`src/rtl/mem_responder.sv`:
```
// mem_responder: memory-side responder owning MAR, MBR and the storage array.
// Serves one read or write per request handshake after WAIT_STATES stall cycles.
// Optional build macro MEM_PARITY_EN adds an even-parity bit per array entry,
// the mem_perr_inj input and a live mem_err output; without it mem_err is 0.
module mem_responder #(
    parameter int unsigned ADDR_W      = 8,
    parameter int unsigned DATA_W      = 8,
    parameter int unsigned WAIT_STATES = 0
) (
    input  logic              mem_clk,
    input  logic              mem_rst_n,
    input  logic              mem_req,
    input  logic              mem_we,
    input  logic [ADDR_W-1:0] mem_addr,
    input  logic [DATA_W-1:0] mem_wdata,
`ifdef MEM_PARITY_EN
    input  logic              mem_perr_inj,
`endif
    output logic              mem_busy,
    output logic              mem_ack,
    output logic [DATA_W-1:0] mem_rdata,
    output logic              mem_err
);

    localparam int unsigned DEPTH  = 1 << ADDR_W;
`ifdef MEM_PARITY_EN
    localparam int unsigned WORD_W = DATA_W + 1;
`else
    localparam int unsigned WORD_W = DATA_W;
`endif
    localparam logic [3:0]  WS_CNT = 4'(WAIT_STATES);

    typedef enum logic [1:0] {
        ST_IDLE,
        ST_WAIT,
        ST_ACCESS,
        ST_RESP
    } state_t;

    state_t            state;
    logic [ADDR_W-1:0] mar;
    logic [DATA_W-1:0] mbr;
    logic [3:0]        cnt;
    logic              we_q;
    logic [WORD_W-1:0] mem_array [DEPTH];
    logic [WORD_W-1:0] wr_word;
    logic [WORD_W-1:0] rd_word;
`ifdef MEM_PARITY_EN
    logic              inj_q;
`endif

    // Form the stored word from MBR (plus its parity bit when enabled) and fetch the addressed entry
    always_comb begin
`ifdef MEM_PARITY_EN
        wr_word = {(^mbr) ^ inj_q, mbr};
`else
        wr_word = mbr;
`endif
        rd_word = mem_array[mar];
    end

    // Storage array write; only the ACCESS state of a write touches the array, so a reset
    // that has already forced IDLE leaves the contents untouched
    always_ff @(posedge mem_clk) begin
        if (state == ST_ACCESS && we_q) begin
            mem_array[mar] <= wr_word;
        end
    end

    // Handshake FSM with registered MAR/MBR/busy/ack/rdata/err
    always_ff @(posedge mem_clk or negedge mem_rst_n) begin
        if (!mem_rst_n) begin
            state     <= ST_IDLE;
            mar       <= '0;
            mbr       <= '0;
            cnt       <= '0;
            we_q      <= 1'b0;
            mem_busy  <= 1'b0;
            mem_ack   <= 1'b0;
            mem_rdata <= '0;
            mem_err   <= 1'b0;
`ifdef MEM_PARITY_EN
            inj_q     <= 1'b0;
`endif
        end else begin
            mem_ack <= 1'b0;
            mem_err <= 1'b0;
            case (state)
                ST_IDLE: begin
                    if (mem_req) begin
                        mar      <= mem_addr;
                        we_q     <= mem_we;
                        if (mem_we) begin
                            mbr <= mem_wdata;
                        end
`ifdef MEM_PARITY_EN
                        inj_q    <= mem_perr_inj;
`endif
                        mem_busy <= 1'b1;
                        cnt      <= WS_CNT;
                        state    <= (WAIT_STATES > 0) ? ST_WAIT : ST_ACCESS;
                    end
                end
                ST_WAIT: begin
                    cnt <= cnt - 4'd1;
                    if (cnt == 4'd1) begin
                        state <= ST_ACCESS;
                    end
                end
                ST_ACCESS: begin
                    // ack/rdata/err are loaded here so they are visible for exactly the RESP cycle
                    if (!we_q) begin
                        mbr       <= rd_word[DATA_W-1:0];
                        mem_rdata <= rd_word[DATA_W-1:0];
`ifdef MEM_PARITY_EN
                        mem_err   <= ^rd_word;
`endif
                    end
                    mem_ack <= 1'b1;
                    state   <= ST_RESP;
                end
                ST_RESP: begin
                    mem_busy <= 1'b0;
                    state    <= ST_IDLE;
                end
                default: begin
                    state <= ST_IDLE;
                end
            endcase
        end
    end

endmodule

```
`config.mk`:
```
export PLATFORM = sky130hd
export DESIGN_NAME = mem_responder
export DESIGN_NICKNAME = d
export VERILOG_FILES = /design/src/rtl/mem_responder.sv
export SDC_FILE = /design/constraint.sdc
export NUM_CORES = 2
export LEC_CHECK = 0
export BUFFER_PORTS_ARGS = -buffer_cell sky130_fd_sc_hd__clkbuf_2
export CAP_MARGIN = 20
export CORE_MARGIN = 1
export CORE_UTILIZATION = 30
export CTS_BUF_LIST = sky130_fd_sc_hd__clkbuf_8
export DETAILED_ROUTE_END_ITERATION = 10
export SLEW_MARGIN = 30
export SYNTH_ARGS = -nofsm -noshare
export SYNTH_HDL_FRONTEND = slang
export SYNTH_SLANG_ARGS = --single-unit
```
`constraint.sdc`:
```
create_clock -name mem_clk -period 3.8 [get_ports mem_clk]
set_input_delay 0.76 -clock mem_clk [delete_from_list [all_inputs] [get_ports mem_clk]]
set_output_delay 0.76 -clock mem_clk [all_outputs]
set_load 0.05 [all_outputs]
```
==> impl_metrics.py <==
metrics = {
    "floorplan": {
        "fp.coreArea_mm2": 0.263,
        "initial_core_util_pct": 30.3,
        "die-area_mm2": 0.268,
        "top_level_ports": 31,
        "rows": 188,
        "fp.dieH_um": 517,
        "die_x_um": 517,
    },
    "critical_path": {
        "critPathSlowestCell": "dfrtp_4",
        "crit_top_cell": "buf_4",
        "r2r_cells": 9,
        "rrSetupSlack_ns": 0.11,
        "cp_data_arrival_time_ns": 4.62,
        "endpoint_kind": "register",
        "crit_path_max_incr_delay_ns": 0.68,
        "r2r-start": "mar[0]",
        "crit_chain": "buf_4 -> buf_12 -> mux4_2 -> a22oi_1 -> a21oi_1 -> o41ai_1 -> buf_4 -> a41oi_1 -> a211o_1",
        "crit_required_ns": 4.73,
        "worstSetupStartpointType": "register",
        "reg2reg_to": "mbr[1]",
        "crit_type": "reg2reg",
        "crit_fanout": 23,
    },
    "sta": {
        "hold_viol": 0,
        "fin_crit_ns": 3.69,
        "min_period_over_period_pct": 97.2,
        "slew_headroom_pct": 35.2,
        "worst_pin_slew_ns": 0.972,
        "fin_tns_setup_ns": 0,
        "whs_ns": 0.0842,
        "finalSetupViolations": 0,
        "fmax_mhz": 271,
        "grt_setup_unrepaired": "no",
        "maxSlewViolCount": 0,
        "skew_ns": 0.0930,
    },
    "cells_and_area": {
        "utilization_pct": 35.3,
        "layout_commonest_cell": "edfxtp_1",
        "syn_to_final_growth_pct": 16.7,
        "final_cell_mix": "2,048 x edfxtp_1, 512 x mux4_2, 358 x clkbuf_8, 325 x buf_4, 256 x a22oi_1",
        "drive_gt1_share_pct": 30.9,
        "final_nets": 4201,
        "multi_input_comb_area_mm2": 0.0163,
        "nFillCells": 24200,
        "regArea_mm2": 0.0624,
    },
    "clocking": {
        "clk_latency_ns": 1.04,
        "cts_tree": "yes",
        "clk_path_buf_depth": 4,
        "clockRootBuffer": "clkbuf_8",
        "cts-buffers-inserted": 348,
        "cts.sinks": 2081,
        "htree_levels": 5,
        "postCtsSetupBuffers": 0,
        "clk_pin_slew_ns": 0.07,
    },
    "pwr": {
        "cellLeakagePower_uw": 0.0291,
        "total_power_uw": 68000,
        "vdd_drop_max_mv": 0.554,
        "power.density_mw_per_mm2": 732,
    },
    "route": {
        "drc": 0,
        "detail_route.wl_per_cell_um": 25.5,
        "drt_iter0_markers": 4242,
        "wirelength_mm": 203,
        "via_per_inst": 5.05,
        "dr.pass1.iters": 6,
        "vias": 40100,
        "ant_nets": 0,
    },
    "worst_hold_path": {
        "hold_class": "in2reg",
        "hold-path-cell-count": 2,
        "min_from": "mem_addr[7]",
        "hold_end": "mar[7]",
    },
    "status": {
        "status": "finished clean",
    },
    "logic_synthesis": {
        "synth_cells": 3656,
        "async_flop_share_pct": 1.59,
        "yosysWarnings": 0,
        "ys_seq_elements": 2081,
        "synth_edf_count": 2048,
        "synth_area_mm2": 0.0797,
        "ys_seq_area_share_pct": 78.2,
        "synthFlopType": "edfxtp_1",
        "synth_cell_types": 33,
        "synth.avg_cell_area_um2": 21.8,
        "syn_nets": 3678,
    },
    "place": {
        "port_buffers": 29,
        "dp_hpwl_mm": 123,
        "globalplace.congestion": 0.844,
    },
    "grt": {
        "antenna_found_initial": 9,
        "grt_pass1_wl_mm": 294,
        "gr-total-overflow": 0,
        "grt_max_degree": 117,
        "grt_pass1_vias": 41100,
        "grt_usage_pct": 15.1,
    },
    "job": {
        "cap_violations": 0,
    },
}
-- through the flow --
step / area [um^2] / cells / worst slack (ns)
floorplan: 79700 / 3656 / 1.16
global placement: 86700 / 7338 / -0.0894
detailed placement: 86700 / 7338 / -0.106
CTS: 92900 / 7938 / 0.00774
global route: 92900 / 7942 / 0.0116
finish: 92900 / 7942 / 0.105
-- per-layer routing --
layer	vias to the layer above	wire (um)	global-route usage (%)
met2	1703	96600	23.9
met3	360	14200	2.87
li1	16500	-	-
met5	-	0	0
met4	0	8050	6.44
met1	21500	83800	20.3
-- worst max-delay path: cells and delay by family, from the launching register on --
kind,cells,cell delay (ns)
mux,1,0.53
buf+inv,3,0.72
compound gates,5,1.61
flops,1,0.68
-- synthesized netlist by cell type, types with 4 or more instances --
library cell,count,area [um^2]
a211o_1,8,70.1
a21o_1,8,60.1
a21oi_1,130,651
a22oi_1,256,1920
a41oi_1,8,70.1
buf_1,23,86.3
buf_2,29,145
buf_4,19,143
buf_6,13,146
clkbuf_1,156,586
dfrtp_1,33,826
edfxtp_1,2048,61500
inv_1,6,22.5
mux2_2,8,90.1
mux4_2,512,11500
nand2_1,38,143
nand2b_1,8,50.1
nand3_1,10,50.1
nand4_1,4,25.0
nor2_1,254,953
nor2b_1,6,37.5
nor3_1,25,125
o21ai_0,7,35.0
o41ai_1,32,280
-- state kept, by name, indices dropped and copies added, names as in the netlist --
signal	count
we_q	1
mem_busy	1
mem_array	2048
mbr	8
mem_rdata	8
state	2
cnt	4
mar	8
mem_ack	1
-- how the worst max path moves through the flow --
stage,startpoint,end,slack (ns)
after floorplan,mar[1],mbr[3],1.16
after global placement,mar[0],mbr[4],-0.09
after detailed placement,mar[0],mbr[4],-0.11
after CTS,mar[0],mbr[3],0.008
after global routing,mar[0],mbr[7],0.01
final,mar[0],mbr[1],0.11
-- where the power goes --
part	switching (uW)	leakage (uW)	total (uW)	internal (uW)
Combinational	12500	0.00672	20300	7730
Sequential	1210	0.0189	29900	28700
Clock	8660	0.00350	17800	9160
Total	22400	0.0291	68000	45600
-- cell families (layout without fill, tap and decap cells) --
kind of cell	after synthesis	in the layout	synth area share, %
AOI/OAI and AO/OA	451	451	3.90
adders and majority gates	2	2	0.0314
DFF	2081	2081	78.2
and+or+nand+nor	355	355	1.82
other	1	4	0.00471
muxes	520	520	14.6
buffers and inverters	246	1014	1.42
-- layout make-up --
| class | instances | share of cell area, % |
|---|---|---|
| clock inverter | 237 | 1.24 |
| tap | 3515 | 4.73 |
| timing repair buffer | 413 | 4.01 |
| clock buffer | 358 | 5.30 |
| sequential | 2081 | 67.1 |
| multi-input combinational | 1329 | 17.6 |
| antenna | 3 | 0.00808 |
| inverter | 6 | 0.0242 |
-- what timing repair did --
action | 4_1_cts | 5_1_grt
endpoints found under the hold margin | 38 | 0
hold buffers | 5 | 0
resized for setup | 4 | 4
endpoints found under the setup margin | 5 | 5
(Power assumes the default switching activity.)
